File: config.mk
export PLATFORM = sky130hd
export DESIGN_NAME = load_align_unit
export DESIGN_NICKNAME = d
export VERILOG_FILES = /design/src/rtl/load_align_unit.sv
export SDC_FILE = /design/constraint.sdc
export NUM_CORES = 1
export LEC_CHECK = 0
export ABC_AREA = 0
export CAP_MARGIN = 20
export CORE_ASPECT_RATIO = 1.2
export CORE_MARGIN = 3
export CORE_UTILIZATION = 48
export CTS_CLUSTER_SIZE = 24
export DETAILED_ROUTE_END_ITERATION = 7
export MAX_ROUTING_LAYER = met4
export PLACE_DENSITY = 0.9
export SYNTH_ARGS = -nofsm -noshare
export SYNTH_HDL_FRONTEND = slang
export SYNTH_SLANG_ARGS = --single-unit
File: constraint.sdc
create_clock -name i_clk -period 6.31 [get_ports i_clk]
set_input_delay 1.262 -clock i_clk [delete_from_list [all_inputs] [get_ports i_clk]]
set_output_delay 1.262 -clock i_clk [all_outputs]
set_load 0.05 [all_outputs]
File: src/rtl/load_align_unit.sv
// Load alignment unit: fetches one or two aligned words and extracts a sized,
// sign/zero-extended result. Macro LOAD_ALIGN_MISALIGN_SPLIT_EN enables split reads.
module load_align_unit #(
  parameter int XLEN = 32
) (
  input  logic            i_clk,
  input  logic            i_rst,
  input  logic            i_req_valid,
  output logic            o_req_ready,
  input  logic [XLEN-1:0] i_addr,
  input  logic [1:0]      i_size,
  input  logic            i_signext,
  output logic            o_mem_req,
  output logic [XLEN-1:0] o_mem_addr,
  input  logic            i_mem_ack,
  input  logic [XLEN-1:0] i_mem_rdata,
  output logic            o_rsp_valid,
  input  logic            i_rsp_ready,
  output logic [XLEN-1:0] o_rsp_data,
  output logic            o_misalign_err
);

  localparam int NB   = XLEN / 8;
  localparam int OFFW = $clog2(NB);

  // Handshakes: a transfer occurs on a rising edge where valid and ready are
  // both high; valid-side payload is held stable until that edge.
`ifdef LOAD_ALIGN_MISALIGN_SPLIT_EN
  typedef enum logic [1:0] {IDLE, RD0, RD1, RESP} state_t;
`else
  typedef enum logic [1:0] {IDLE, RD0, RESP} state_t;
`endif

  function automatic logic [3:0] f_bytes(input logic [1:0] size);
    case (size)
      2'b00:   f_bytes = 4'd1;
      2'b01:   f_bytes = 4'd2;
      2'b10:   f_bytes = 4'd4;
      default: f_bytes = (XLEN == 64) ? 4'd8 : 4'd4;
    endcase
  endfunction

  function automatic logic f_mis(input logic [OFFW-1:0] off, input logic [3:0] nbytes);
    f_mis = (5'(off) + 5'(nbytes)) > 5'(NB);
  endfunction

  state_t            r_state;
  state_t            w_next;
  logic [XLEN-1:0]   r_addr;
  logic [3:0]        r_bytes;
  logic              r_signext;
  logic [XLEN-1:0]   r_rsp_data;

  logic              w_accept;
  logic [OFFW-1:0]   w_offset;
  logic [XLEN-1:0]   w_base;
  logic [2*XLEN-1:0] w_pair;
  logic [XLEN-1:0]   w_raw;
  logic [6:0]        w_nbits;
  logic [XLEN-1:0]   w_mask;
  logic              w_sign;
  logic [XLEN-1:0]   w_result;

`ifdef LOAD_ALIGN_MISALIGN_SPLIT_EN
  logic [XLEN-1:0]   r_rd0_data;
  logic              w_mis;
  assign w_mis  = f_mis(w_offset, r_bytes);
  assign w_pair = (r_state == RD1) ? {i_mem_rdata, r_rd0_data} : {{XLEN{1'b0}}, i_mem_rdata};
  assign o_misalign_err = 1'b0;
`else
  logic              r_err;
  logic              w_req_mis;
  assign w_req_mis = f_mis(i_addr[OFFW-1:0], f_bytes(i_size));
  assign w_pair    = {{XLEN{1'b0}}, i_mem_rdata};
  assign o_misalign_err = r_err;
`endif

  assign w_accept = i_req_valid && (r_state == IDLE);
  assign w_offset = r_addr[OFFW-1:0];
  assign w_base   = {r_addr[XLEN-1:OFFW], {OFFW{1'b0}}};

  // Mask covers the low bytes*8 bits; its MSB locates the sign bit.
  assign w_raw    = XLEN'(w_pair >> {w_offset, 3'b000});
  assign w_nbits  = {r_bytes, 3'b000};
  assign w_mask   = (XLEN'(1) << w_nbits) - XLEN'(1);
  assign w_sign   = r_signext && |(w_raw & (w_mask ^ (w_mask >> 1)));
  assign w_result = (w_raw & w_mask) | (w_sign ? ~w_mask : {XLEN{1'b0}});

  always_ff @(posedge i_clk) begin
    if (i_rst) r_state <= IDLE;
    else       r_state <= w_next;
  end

  always_comb begin
    w_next      = r_state;
    o_req_ready = 1'b0;
    o_mem_req   = 1'b0;
    o_mem_addr  = {XLEN{1'b0}};
    o_rsp_valid = 1'b0;
    case (r_state)
      IDLE: begin
        o_req_ready = 1'b1;
`ifdef LOAD_ALIGN_MISALIGN_SPLIT_EN
        if (w_accept) w_next = RD0;
`else
        if (w_accept) w_next = w_req_mis ? RESP : RD0;
`endif
      end
      RD0: begin
        o_mem_req  = 1'b1;
        o_mem_addr = w_base;
`ifdef LOAD_ALIGN_MISALIGN_SPLIT_EN
        if (i_mem_ack) w_next = w_mis ? RD1 : RESP;
`else
        if (i_mem_ack) w_next = RESP;
`endif
      end
`ifdef LOAD_ALIGN_MISALIGN_SPLIT_EN
      RD1: begin
        o_mem_req  = 1'b1;
        o_mem_addr = w_base + XLEN'(NB);
        if (i_mem_ack) w_next = RESP;
      end
`endif
      RESP: begin
        o_rsp_valid = 1'b1;
        if (i_rsp_ready) w_next = IDLE;
      end
      default: w_next = IDLE;
    endcase
  end

  always_ff @(posedge i_clk) begin
    if (i_rst) begin
      r_addr     <= {XLEN{1'b0}};
      r_bytes    <= 4'd0;
      r_signext  <= 1'b0;
      r_rsp_data <= {XLEN{1'b0}};
`ifdef LOAD_ALIGN_MISALIGN_SPLIT_EN
      r_rd0_data <= {XLEN{1'b0}};
`else
      r_err      <= 1'b0;
`endif
    end else begin
      case (r_state)
        IDLE: if (w_accept) begin
          r_addr    <= i_addr;
          r_bytes   <= f_bytes(i_size);
          r_signext <= i_signext;
`ifndef LOAD_ALIGN_MISALIGN_SPLIT_EN
          if (w_req_mis) begin
            r_rsp_data <= {XLEN{1'b0}};
            r_err      <= 1'b1;
          end
`endif
        end
        RD0: if (i_mem_ack) begin
`ifdef LOAD_ALIGN_MISALIGN_SPLIT_EN
          if (w_mis) r_rd0_data <= i_mem_rdata;
          else       r_rsp_data <= w_result;
`else
          r_rsp_data <= w_result;
`endif
        end
`ifdef LOAD_ALIGN_MISALIGN_SPLIT_EN
        RD1: if (i_mem_ack) r_rsp_data <= w_result;
`endif
        RESP: begin
`ifndef LOAD_ALIGN_MISALIGN_SPLIT_EN
          if (i_rsp_ready) r_err <= 1'b0;
`endif
        end
        default: ;
      endcase
    end
  end

  assign o_rsp_data = r_rsp_data;

endmodule
==> impl_metrics.csv <==
group,metric,value,unit
worst_setup_path,cp-start-kind,"input pin",
logic_synthesis,seq_area_frac_synth,39.3,%
die,die_h,101,um
clock_network,cts_tree,"built",
detailed_routing,vias,3636,
logic_synthesis,synth_fa_ha_area_share,1.94,%
worst_setup_path,crit_path_end_kind,"flop",
clock_network,postCtsResizedCells,0,
sta,clock.fmax,271,MHz
placed_design,dp_hpwl,7.81,mm
sta,skew,0.00870,ns
clock_network,cts_max_level,3,
global_route,grt_max_degree,43,
logic_synthesis,yosysUniqueCellTypes,52,
global_route,track_usage,25.2,%
clock_network,insertion_delay,0.35,ns
detailed_routing,viasPerCell,5.65,
die,die_w,85.2,um
cells_and_area,num_antenna_cells,0,
die,core_area,7270,um^2
placed_design,io_buffers,137,
logic_synthesis,synth_seq_cells,71,
worst_setup_path,path_class,"input pin to flop",
sta,finalCritPeriodShare,58.5,%
cells_and_area,utilization,72.0,%
clock_network,cts_buffers,9,
logic_synthesis,synth_simple_gate_area_share,22.6,%
detailed_routing,drt_first_pass_iters,4,
clock_network,cts_buffer_depth,2,
detailed_routing,drt-total-wl,10.7,mm
sta,worstMarginPinSlew,0.789,ns
die,die-area,8610,um^2
cells_and_area,design_area,5240,um^2
clock_network,hold_buffers,0,
placed_design,dp.cells,626,
logic_synthesis,synthMuxAreaShare,4.99,%
logic_synthesis,synth_xor_area_share,0.242,%
outcome,status,"complete, no violations",
global_route,gr-total-overflow,0,
detailed_routing,ant_nets,0,
worst_setup_path,critPathArrivalTime,3.96,ns
cells_and_area,layout-drive-gt1-share,7.76,%
logic_synthesis,yosys_most_used_dff,"dfxtp_1",
cells_and_area,syn2layout_area_growth,44.9,%
placed_design,gp_congestion,0.947,
power_and_ir_drop,finalPower,1220,uW
logic_synthesis,async_reset_ff_share,0,%
sta,finalSetupViolations,0,
detailed_routing,drc,0,
global_route,grt_pass1_wl,16.9,mm
detailed_routing,drt_iter0_markers,192,
sta,finalSetupTns,0,ns
sta,rsz0062_at_grt,"false",
logic_synthesis,syn-instance-count,428,
die,ios,140,
die,placementRows,34,
power_and_ir_drop,p_leak,0.00199,uW
cells_and_area,final_common_cell,"clkdlybuf4s50_1",
global_route,grt_pass1_vias,3595,
logic_synthesis,synth_top_family_by_area,"compound AO/OA/AOI/OAI gates",
die,initial_core_util,49.7,%
job,cap_violations,0,
logic_synthesis,synth_enable_flop_cells,0,
sta,final_hold_viol_count,0,
worst_setup_path,path_max_fanout,22,
worst_setup_path,cp.required,6.58,ns
power_and_ir_drop,ir_drop,0.170,mV
sta,maxSlewHeadroom,47.4,%
power_and_ir_drop,p_per_area,233,nW/um^2
sta,drv_slew,0,
clock_network,clkTransAtPathRegs,0.08,ns
cells_and_area,num-nets-final,626,
placed_design,postPlaceCellArea,4980,um^2
sta,period_needed,3.69,ns
global_route,antenna_found_initial,0,
logic_synthesis,synth.cell_area,3610,um^2
clock_network,post_cts_buffers,0,
logic_synthesis,synth_compound_area_share,25.2,%
logic_synthesis,synth.avg_cell_area,8.44,um^2
clock_network,numClockSinks,71,
clock_network,ctsRootBufferMaster,"clkbuf_8",
logic_synthesis,yosysWarnings,0,
worst_hold_path,hold_path_class,"flop to flop",
detailed_routing,wl_per_cell,16.6,um
cells_and_area,final_cell_mix,"clkdlybuf4s50_1, nand2_1, dfxtp_1",
cells_and_area,fin_cells,644,
cells in the mapped netlist, types with 2 or more instances:
cell type | n | share of area [%]
a21oi_1 | 40 | 5.5
a311oi_4 | 2 | 1.5
nor2_1 | 11 | 1.1
nand2_1 | 82 | 8.5
clkbuf_1 | 22 | 2.3
a21o_1 | 3 | 0.62
nor3_1 | 3 | 0.42
nand3b_1 | 3 | 0.62
a211o_1 | 8 | 1.9
buf_4 | 4 | 0.83
buf_6 | 2 | 0.62
and2_1 | 33 | 5.7
or3_1 | 2 | 0.35
a22oi_1 | 7 | 1.5
nor2b_1 | 15 | 2.6
nand2b_1 | 5 | 0.87
mux2i_1 | 9 | 2.5
o21ai_0 | 19 | 2.6
nand4_1 | 2 | 0.35
mux2_2 | 8 | 2.5
a211oi_1 | 19 | 3.9
inv_1 | 8 | 0.83
dfxtp_1 | 71 | 39
a221o_1 | 14 | 3.9
buf_2 | 6 | 0.83
ha_1 | 4 | 1.4
per-layer routing:
metal / vias to the layer above / track usage (%) / share of wire [%]
met5: - / - / 0
met2: 166 / 41.6 / 48
li1: 1746 / - / -
met1: 1701 / 29.8 / 41
met4: 0 / 9.26 / 2.4
met3: 23 / 5.97 / 8.4
worst max-delay path, stage by stage:
cell and delay, ns:
clkdlybuf4s50_1 0.57, nor2_1 0.08, ha_1 0.21, fa_1 0.48, o21bai_1 0.25, a211oi_2 0.13
a211oi_4 0.56, buf_8 0.25, a22oi_1 0.10, o21ai_0 0.08
stage by stage:
stage	hold slack [ns]	worst slack (ns)
after floorplan	0.432	3.18
after global placement	0.438	2.04
after detailed placement	0.442	1.86
after CTS	0.452	2.21
after global routing	0.474	2.44
final	0.451	2.62
final timing paths:
| path | endpoint | depth (start not counted) | startpoint | slack, ns |
|---|---|---|---|---|
| worst max register to register | o_rsp_data[29]$_SDFFE_PP0P_ | 6 | r_bytes[1]$_SDFFE_PP0P_ | 3.65 |
| worst min-delay path | r_addr[12]$_SDFFE_PP0P_ | 2 | r_addr[12]$_SDFFE_PP0P_ | 0.45 |
| worst max-delay path | o_rsp_data[17]$_SDFFE_PP0P_ | 10 | i_size[1] | 2.62 |
| worst min register to register | r_addr[12]$_SDFFE_PP0P_ | 2 | r_addr[12]$_SDFFE_PP0P_ | 0.45 |
layout make-up:
type / instances / area (um^2)
fillers: 550 / 2040
clock inverters: 5 / 80.1
clock buffers: 11 / 151
well taps: 90 / 113
repair buffers: 144 / 1430
multi-input cells: 315 / 2010
inverters: 8 / 30.0
flip-flops and latches: 71 / 1420
power by group:
part | internal, uW | switching (uW) | total (uW)
Clock | 243 | 174 | 418
Sequential | 475 | 22.2 | 497
Combinational | 125 | 180 | 305
flip-flops by register name, indices dropped and copies added (netlist names):
name	flops
r_state	2
r_signext	1
r_bytes	3
o_rsp_data	32
r_addr	32
o_misalign_err	1
logic make-up (layout without fill, tap and decap cells):
group | after synthesis | after routing
AND/OR/NAND/NOR | 165 | 165
AO/OA/AOI/OAI | 125 | 125
flip-flops | 71 | 71
buffers and inverters | 43 | 168
multiplexers | 17 | 17
adder cells (fa/ha/maj) | 5 | 5
other | 1 | 2
XOR/XNOR | 1 | 1
No activity file was read; power rests on OpenSTA's default activity.
